<file path="config.mk">
export PLATFORM = sky130hd
export DESIGN_NAME = qif_spike_receiver
export DESIGN_NICKNAME = d
export VERILOG_FILES = /design/src/rtl/qif_spike_receiver.sv
export SDC_FILE = /design/constraint.sdc
export NUM_CORES = 1
export LEC_CHECK = 0
export ABC_AREA = 1
export CAP_MARGIN = 20
export CORE_MARGIN = 2
export CORE_UTILIZATION = 45
export DETAILED_ROUTE_END_ITERATION = 6
export DONT_BUFFER_PORTS = 1
export PLACE_DENSITY = 0.64
export SYNTH_ARGS = -nofsm -noshare
export SYNTH_HDL_FRONTEND = slang
export SYNTH_SLANG_ARGS = --single-unit
</file>
<file path="constraint.sdc">
create_clock -name clk -period 3.35 [get_ports clk]
set_clock_uncertainty 0.15 [all_clocks]
set_input_delay 0.335 -clock clk [delete_from_list [all_inputs] [get_ports clk]]
set_output_delay 0.335 -clock clk [all_outputs]
set_load 0.01 [all_outputs]
</file>
<file path="src/rtl/qif_spike_receiver.sv">
// QIF spike-link receiver: decodes a spike train into a decaying synaptic current, an inter-spike interval and a windowed rate.
// Optional rate window logic is compiled in when QIF_RX_RATE_EN is defined.
module qif_spike_receiver #(
    parameter int WINDOW    = 64,
    parameter int TAU_SHIFT = 3,
    parameter int ISI_W     = 12
) (
    input  logic             clk,
    input  logic             rst_n,
    input  logic             ena,
    input  logic             spike_in,
    input  logic [7:0]       weight,
    output logic [7:0]       syn_current,
    output logic [ISI_W-1:0] isi,
    output logic             isi_valid,
    output logic             isi_ovf,
    output logic [7:0]       rate,
    output logic             rate_valid
);

    typedef enum logic {
        IDLE,
        MEAS
    } isi_state_t;

    localparam logic [ISI_W-1:0] CNT_MAX = '1;
    localparam logic [ISI_W-1:0] CNT_ONE = ISI_W'(1);

    logic spike_q;
    logic spike_event;

    // rst_n is active-high despite its name
    always_ff @(posedge clk or posedge rst_n) begin
        if (rst_n) spike_q <= 1'b0;
        else       spike_q <= spike_in;
    end

    assign spike_event = spike_in & ~spike_q;

    logic signed [9:0] cur_ext;
    logic signed [9:0] w_ext;
    logic signed [9:0] cur_sum;
    logic [7:0]        cur_d;

    always_comb begin
        cur_ext = {{2{syn_current[7]}}, syn_current};
        w_ext   = {{2{weight[7]}}, weight};
        cur_sum = cur_ext - (cur_ext >>> TAU_SHIFT) + (spike_event ? w_ext : 10'sd0);
        if (cur_sum > 10'sd127)
            cur_d = 8'h7F;
        else if (cur_sum < -10'sd128)
            cur_d = 8'h80;
        else
            cur_d = cur_sum[7:0];
    end

    always_ff @(posedge clk or posedge rst_n) begin
        if (rst_n)    syn_current <= '0;
        else if (ena) syn_current <= cur_d;
    end

    isi_state_t       state_q, state_d;
    logic [ISI_W-1:0] cnt_q, cnt_d;
    logic [ISI_W-1:0] isi_d;
    logic             isi_valid_d;
    logic             isi_ovf_d;

    always_ff @(posedge clk or posedge rst_n) begin
        if (rst_n) begin
            state_q   <= IDLE;
            cnt_q     <= '0;
            isi       <= '0;
            isi_valid <= 1'b0;
            isi_ovf   <= 1'b0;
        end else begin
            state_q   <= state_d;
            cnt_q     <= cnt_d;
            isi       <= isi_d;
            isi_valid <= isi_valid_d;
            isi_ovf   <= isi_ovf_d;
        end
    end

    always_comb begin
        state_d     = state_q;
        cnt_d       = cnt_q;
        isi_d       = isi;
        isi_valid_d = 1'b0;
        isi_ovf_d   = isi_ovf;
        if (ena) begin
            case (state_q)
                IDLE: begin
                    if (spike_event) begin
                        state_d = MEAS;
                        cnt_d   = CNT_ONE;
                    end
                end
                MEAS: begin
                    if (spike_event) begin
                        isi_d       = cnt_q;
                        isi_valid_d = 1'b1;
                        cnt_d       = CNT_ONE;
                        if (cnt_q == CNT_MAX) isi_ovf_d = 1'b1;
                    end else if (cnt_q != CNT_MAX) begin
                        cnt_d = cnt_q + CNT_ONE;
                    end
                end
                default: state_d = IDLE;
            endcase
        end
    end

`ifdef QIF_RX_RATE_EN
    localparam int WCNT_W = (WINDOW > 2) ? $clog2(WINDOW) : 1;
    localparam logic [WCNT_W-1:0] WLAST = WCNT_W'(WINDOW - 1);

    logic [WCNT_W-1:0] wcnt_q;
    logic [7:0]        scnt_q;
    logic [7:0]        scnt_inc;

    assign scnt_inc = (spike_event && scnt_q != 8'hFF) ? scnt_q + 8'd1 : scnt_q;

    // An event on the window-final cycle belongs to the window that is ending
    always_ff @(posedge clk or posedge rst_n) begin
        if (rst_n) begin
            wcnt_q     <= '0;
            scnt_q     <= '0;
            rate       <= '0;
            rate_valid <= 1'b0;
        end else begin
            rate_valid <= 1'b0;
            if (ena) begin
                if (wcnt_q == WLAST) begin
                    rate       <= scnt_inc;
                    rate_valid <= 1'b1;
                    scnt_q     <= '0;
                    wcnt_q     <= '0;
                end else begin
                    wcnt_q <= wcnt_q + 1'b1;
                    scnt_q <= scnt_inc;
                end
            end
        end
    end
`else
    assign rate       = '0;
    assign rate_valid = 1'b0;
`endif

endmodule

</file>
Word-level counts from Yosys, hierarchy flattened
Cells that the tools add are included.
- register bits: 36
- word-level logic and storage cells: 33
- bits of input ports: 12
- muxes and demuxes: 11
- reductions and logical operators: 3
- $lt $le $gt $ge: 2
- add/sub/neg operators: 3
- eq/ne operators: 4
- bitwise gates (word level): 3
- operators with widths (operator ; number):
    $mux W12 ; 3
    $pmux W12 S2 ; 1
    $mux W8 ; 2
    $add A12 B1 Y12 const B ; 1
    $eq A12 B12 Y1 const B ; 1
    $ne A12 B12 Y1 const B ; 1
    $add A9 B10 Y10 ; 1
    $gt A10 B8 Y1 const B ; 1
    $lt A10 B8 Y1 const B ; 1
    $mux W10 ; 1
    $sub A8 B5 Y9 ; 1
    $reduce_and A3 Y1 ; 2
    $mux W1 ; 4
    $reduce_and A4 Y1 ; 1
    $ne A3 B2 Y1 const B ; 1
    $ne A2 B2 Y1 const B ; 1
    $not A1 Y1 ; 2
    $and A1 B1 Y1 ; 1

Logic depth before layout (Yosys ltp)
Gate-level depths: netlist of run 1.
- depth in word-level cells: 7
- gate-level depth with buffers: 18
- gate-level depth less buffers: 18

Least setup slack after synthesis of run 1
Ideal clock, no wire load.
- path type: in2reg
- start point: in spike_in
- end point: reg syn_current[2]
- setup slack: 0.675 ns
- setup time: 0.127 ns
- cell stages on the path: 15
- arrival: 2.398 ns
- path through: inv_1 nor2_4 inv_2 nor2_1 fa_1 inv_1 fa_1 inv_1 nand3_1 nand2_1 nand2_1 nand3_1 nand3_1 a21oi_2 a21oi_1
- longest elaborated chain between the ends: 6
- elaborated cells between the ends (all ways): 7
- ends and longest elaborated chain (element ; RTL line ; RTL):
    start: declaration ; 11 ; input logic spike_in,
    $and A1 B1 Y1 * ; 38 ; assign spike_event = spike_in & ~spike_q;
    $mux W10 * ; 48 ; cur_sum = cur_ext - (cur_ext >>> TAU_SHIFT) + (spike_event ? w_ext : 10'sd0);
    $add A9 B10 Y10 * ; 48 ;
    $lt A10 B8 Y1 ; 51 ; else if (cur_sum < -10'sd128)
    $mux W8 ; 51 ;
    $mux W8 * ; 49 ; if (cur_sum > 10'sd127)
    end signal: assignment ; 59 ; else if (ena) syn_current <= cur_d;
    end: declaration ; 13 ; output logic [7:0] syn_current,
Mark *: on every way between the ends. The rest lies on a longest branch, timed or not.
A chain may end at the register's enable or synchronous reset.

Worst setup path in the final report of run 1
- start point: reg spike_q
- end point: reg syn_current[5]
- longest elaborated chain between the ends: 7
- elaborated cells between the ends (all ways): 8
- ends and longest elaborated chain (element ; RTL line ; RTL):
    start: declaration ; 29 ; logic spike_q;
    start signal: assignment ; 35 ; else spike_q <= spike_in;
    $not A1 Y1 * ; 38 ;
    $and A1 B1 Y1 * ; 38 ;
    $mux W10 * ; 48 ;
    $add A9 B10 Y10 * ; 48 ;
    $lt A10 B8 Y1 ; 51 ;
    $mux W8 ; 51 ;
    $mux W8 * ; 49 ;
Marks and branches as above.

==> results of run 1 <==
-- worst paths after layout --
| check | startpoint | endpoint | slack (ns) | cells after the start |
|---|---|---|---|---|
| worst min-delay path | ena | syn_current[0] | 0.03 | 2 |
| max in group asynchronous | rst_n | isi[2] | 1.88 | 3 |
| worst min register to register | state_q | state_q | 0.34 | 2 |
| min in group asynchronous | rst_n | state_q | 0.46 | 2 |
| worst max-delay path | spike_q | syn_current[5] | 0.35 | 15 |
| worst max register to register | spike_q | syn_current[5] | 0.35 | 15 |
-- state kept, by name, indices dropped and copies added (netlist names) --
register and cells:
isi_ovf 1, spike_q 1, state_q 1, cnt_q 12
syn_current 8, isi_valid 1, isi 12
-- area by class of cell --
class / count / share of cell area [%]
clock buffer: 5 / 2.79
clock inverter: 3 / 1.73
inverter: 52 / 7.91
multi-input combinational: 192 / 46.4
sequential: 36 / 36.5
tap: 70 / 3.55
timing repair buffer: 3 / 1.12
-- layer usage --
metal  track usage (%)  up-vias
met5                 0        -
met4              7.60        0
met3              3.31        7
met2              28.3       43
met1              21.9      795
li1                  -      885
-- timing repair --
action                    CTS  global route
gates resized for setup     0             0
hold endpoints to repair   19             0
hold buffers                2             0
-- metrics by stage --
stage / power [mW] / utilization, % / setup slack, ns / cells
after floorplan: 1.89 / - / 0.675 / 293
after global placement: 2.13 / 46.6 / 0.418 / 351
after detailed placement: 2.17 / 46.6 / 0.362 / 351
after CTS: 2.57 / 49.2 / 0.344 / 361
after global routing: 2.80 / 49.2 / 0.103 / 361
final: 2.53 / 49.2 / 0.349 / 361
-- cells in the final DEF (no fill, tap or decap), drive strengths merged, types with 3 or more instances in the layout --
| master | count |
|---|---|
| o21ai | 22 |
| conb | 9 |
| xor2 | 3 |
| inv | 52 |
| dfrtp | 36 |
| a21oi | 18 |
| clkbuf | 5 |
| fa | 7 |
| nor2 | 21 |
| nand3 | 14 |
| nand2 | 77 |
| ha | 10 |
-- worst reg2reg max path, cell delays in order, from the launching register on --
cell and delay (ns):
dfrtp_1 0.40, nor2_4 0.27, nand2_1 0.10, ha_1 0.28, inv_1 0.06, ha_1 0.16
inv_1 0.06, fa_1 0.40, inv_1 0.07, nand3_1 0.06, nand2_1 0.16, nand2_1 0.07
nand3_1 0.15, nand3_1 0.13, a21oi_2 0.26, a21oi_1 0.11
-- power breakdown --
group	switching (mW)	total [mW]	internal, mW
Combinational	0.917	1.49	0.573
Clock	0.159	0.379	0.220
Sequential	0.136	0.665	0.529
-- cell families after synthesis --
kind of cell | synth area share (%)
AO/OA/AOI/OAI | 12.6
XOR/XNOR | 1.90
adder cells (fa/ha/maj) | 11.5
buffers and inverters | 12.5
flip-flops | 39.1
other | 0.163
AND/OR/NAND/NOR | 22.2
==> flow_metrics.py, run 1 <==
metrics = {
    "run_status": {
        "status": "completed",
    },
    "logic_synthesis": {
        "synth_area_um2": 2300,
        "synth_cells": 285,
        "avgSynthCellArea_um2": 8.08,
        "yosys-top-cells-area": "dfrtp_1 (39%), nand2_1 (11%), inv_1 (7.3%)",
        "ys_types": 33,
        "ys_seq_area_share_pct": 39.1,
        "synth-edff-count": 0,
        "synthFlopType": "dfrtp_1",
        "synth_top_area_share_pct": 39.1,
        "yosysMostFrequentCell": "nand2_1",
        "synth_seq_cells": 36,
        "async_flop_share_pct": 100,
        "yosys_warnings": 0,
        "yosysTopAreaCell": "dfrtp_1",
        "synthTopCellsByCount": "nand2_1 (69), inv_1 (45), dfrtp_1 (36), o21ai_0 (19), nor2_1 (17)",
    },
    "layout": {
        "seqCellArea_um2": 901,
        "antenna_cells": 0,
        "nFillCells": 519,
        "multiInputGateArea_um2": 1140,
        "drive_gt1_share_pct": 12.0,
        "stdcell_area_um2": 2470,
        "nNetsFinal": 319,
        "synthToLayoutAreaGrowth_pct": 7.12,
    },
    "drt": {
        "route.detailed.drc": 0,
        "vias": 1730,
        "route.top_layer_used": "met4",
        "wire_per_inst_um": 12.2,
        "dr_wl_met2_um": 2110,
        "ant_nets": 0,
        "dr_wl_met3_um": 215,
        "drt-total-wl_um": 4420,
        "drt_iter0_markers": 55,
        "avgViaCountPerCell": 4.79,
        "first_pass_iters": 4,
        "met1_length_um": 2000,
    },
    "worst_setup_path": {
        "worstPathMaxFanout": 10,
        "cp-start-kind": "register",
        "cp_top_family": "simple AND/OR/NAND/NOR gates",
        "path_cells": "nor2_4, nand2_1, ha_1, inv_1, ha_1, inv_1, fa_1, inv_1, nand3_1, nand2_1, nand2_1, nand3_1, nand3_1, a21oi_2, a21oi_1",
        "cp_slowest_cell": "dfrtp_1",
        "end_kind": "register",
        "required_ns": 3.37,
        "max_stage_delay_ns": 0.40,
        "cp.buffers_inverters": 3,
        "critPathKind": "register to register",
        "critPathArrivalTime_ns": 3.02,
    },
    "sta": {
        "maxSlewHeadroom_pct": 52.1,
        "max_freq_ghz": 0.333,
        "setup_viol": 0,
        "hold_ws_ns": 0.0278,
        "layout_min_cycle_time_ns": 3.00,
        "finalCritPeriodShare_pct": 89.6,
        "hold_viol": 0,
        "rsz0062_at_grt": "false",
        "worstMarginPinSlew_ns": 0.717,
        "fin_setup_tns_ns": 0,
        "slew_viol_final": 0,
    },
    "grt": {
        "grt_pass1_vias": 1625,
        "grt_use_total_pct": 17.1,
        "grt_start_max_net_pins": 25,
        "grt-ovfl-total": 0,
        "grt_pass1_wl_um": 7320,
        "antenna_found_initial": 0,
    },
    "floorplanning": {
        "die_h_um": 75.5,
        "num_rows": 26,
        "ios": 43,
        "start_util_pct": 46.0,
        "core_area_um2": 5010,
        "die_w_um": 75.5,
        "die_area_um2": 5700,
    },
    "flow_run": {
        "drv_cap": 0,
    },
    "clock_tree": {
        "clock_latency_ns": 0.29,
        "cts_setup_buffers": 0,
        "cts.path.max_buffers": 2,
        "cts.clk_slew.worst_paths_ns": 0.08,
        "h-tree-depth": 2,
        "cts_made_buffers": 5,
        "clkSinkCount": 36,
        "cts_root_buf": "clkbuf_8",
        "cts_tree": "yes",
    },
    "min_path": {
        "hold_path_class": "input pin to register",
    },
    "place": {
        "port_buffers": 0,
        "dpl.hpwl_um": 3520,
        "place_area_um2": 2330,
        "gp_congestion": 0.828,
    },
    "power_and_ir_drop": {
        "ir_worst_vdd_uv": 785,
        "leakagePower_nw": 1.24,
        "power_density_nw_per_um2": 1030,
    },
}
(Power assumes the default switching activity.)
==> run 2: changes to the inputs <==
- CORE_MARGIN: 2 -> 5
==> run 2 against run 1 <==
Worst hold slack improved by 0.024 ns. Routed wire length decreased by 1.2%. Register-to-register slack about the same. Combinational power about the same. Count of clock-buffer cells in the layout increased by 1. First-iteration DRC count increased by 65%. Sequential power increased by 0.9%. Non-clock buffer count unchanged. Critical path type unchanged. Critical endpoint is now syn_current[3]. Highest routed layer unchanged.
==> flow_metrics.py, run 2 (same netlist as run 1, synthesis figures left out) <==
metrics = {
    "clock_tree": {
        "cts.clk_slew.worst_paths_ns": 0.07,
        "cts_tree": "yes",
        "cts_setup_buffers": 0,
        "cts.path.max_buffers": 2,
        "clkSinkCount": 36,
        "cts_root_buf": "clkbuf_8",
        "h-tree-depth": 2,
        "cts_made_buffers": 5,
        "clock_latency_ns": 0.28,
    },
    "place": {
        "port_buffers": 0,
        "post-place-cells": 351,
        "place_ws_ns": 0.349,
        "dpl.hpwl_um": 3440,
        "place_area_um2": 2330,
        "gp_congestion": 0.850,
    },
    "grt": {
        "grt_pass1_vias": 1700,
        "grt_start_max_net_pins": 37,
        "antenna_found_initial": 0,
        "grt-ovfl-total": 0,
        "grt_use_total_pct": 14.9,
        "grt_pass1_wl_um": 7690,
    },
    "worst_setup_path": {
        "worstPathMaxFanout": 10,
        "required_ns": 3.36,
        "critPathKind": "register to register",
        "end_kind": "register",
        "critPathArrivalTime_ns": 3.01,
        "cp-start-kind": "register",
    },
    "layout": {
        "largestRegisters": "cnt_q x12, isi x12, syn_current x8",
        "nNetsFinal": 319,
        "antenna_cells": 0,
        "stdcell_count": 360,
        "synthToLayoutAreaGrowth_pct": 5.65,
        "layout_common_cells": "nand2_1 (69), inv_1 (45), dfrtp_1 (36)",
        "nFillCells": 508,
        "drive_gt1_share_pct": 11.4,
        "stdcell_area_um2": 2430,
        "final_common_cell": "nand2_1",
    },
    "floorplanning": {
        "die_h_um": 81.5,
        "start_util_pct": 45.7,
        "core_area_um2": 5040,
        "die_w_um": 81.5,
        "num_rows": 26,
        "ios": 43,
        "die_area_um2": 6650,
    },
    "sta": {
        "rsz0062_at_grt": "false",
        "layout_min_cycle_time_ns": 3.00,
        "max_freq_ghz": 0.334,
        "worstMarginPinSlew_ns": 0.573,
        "slew_viol_final": 0,
        "setup_viol": 0,
        "maxSlewHeadroom_pct": 61.7,
        "fin_setup_tns_ns": 0,
        "setup_ws_ns": 0.353,
        "finalCritPeriodShare_pct": 89.5,
        "hold_viol": 0,
    },
    "power_and_ir_drop": {
        "ir_worst_vdd_uv": 574,
        "leakagePower_nw": 1.22,
        "p_total_mw": 2.42,
        "power_density_nw_per_um2": 994,
    },
    "flow_run": {
        "drv_cap": 0,
    },
    "drt": {
        "drt_iter0_markers": 91,
        "drt-total-wl_um": 4370,
        "avgViaCountPerCell": 4.76,
        "route.detailed.drc": 0,
        "vias": 1712,
        "wire_per_inst_um": 12.1,
        "ant_nets": 0,
        "first_pass_iters": 4,
    },
    "run_status": {
        "status": "completed",
    },
    "min_path": {
        "hold_path_class": "input pin to register",
    },
}
==> run 2: changes by cell type in the layout (fill, tap and decap cells not counted) <==
| cell | delta |
|---|---|
| clkinvlp_4 | -1 |
| bufinv_16 | -1 |
| clkbuf_1 | +1 |
==> run 2: through the flow <==
step / util (%) / hold WS (ns)
final: 48.2 / 0.0522
after global routing: 48.2 / 0.0550
after CTS: 48.2 / 0.0411
after detailed placement: 46.3 / 0.214
after global placement: 46.3 / 0.214
after floorplan: - / 0.216
==> run 2: power breakdown <==
group | internal, mW | switching, mW | total (mW)
clock network | 0.141 | 0.141 | 0.283
registers | 0.529 | 0.141 | 0.671
logic | 0.571 | 0.893 | 1.46
==> run 2: path summary, 6_finish.rpt <==
check	endpoint	from	cells past startpoint	slack, ns
worst min-delay path	syn_current[1]	ena	2	0.05
worst max-delay path	syn_current[3]	spike_q	15	0.35
min in group asynchronous	spike_q	rst_n	3	0.45
worst min register to register	state_q	state_q	2	0.34
max in group asynchronous	syn_current[0]	rst_n	3	2.28
worst max register to register	syn_current[3]	spike_q	15	0.35
==> run 2: worst max-delay path, stage by stage, from the launching register on <==
cell	delay [ns]
dfrtp_1	0.39
nor2_4	0.28
nand2_1	0.10
ha_1	0.29
inv_1	0.06
ha_1	0.16
inv_1	0.06
fa_1	0.41
inv_1	0.07
nand3_1	0.06
nand2_1	0.15
nand2_1	0.07
nand3_1	0.14
nand3_1	0.14
a21oi_2	0.24
a21oi_1	0.11
==> run 2: layout make-up <==
class / count / area (um2) / share of cell area, %
Clock buffer: 6 / 72.6 / 2.98
Clock inverter: 1 / 5.00 / 0.206
Inverter: 52 / 195 / 8.02
Multi-Input combinational cell: 192 / 1140 / 47.0
Sequential cell: 36 / 901 / 37.0
Tap cell: 70 / 87.6 / 3.60
Timing Repair Buffer: 3 / 27.5 / 1.13
==> run 2: timing repair <==
action                                 4_1_cts  5_1_grt
hold buffers                                 2        0
endpoints found under the hold margin       37        0
resized for setup                            0        0
==> run 2: metal layers <==
layer  vias up  track usage, %  wire length, um
met2        43            22.0             1910
met1       783            20.2             2040
met5         -               0                0
met3         9            5.15              340
li1        877               -                -
met4         0            5.57               80
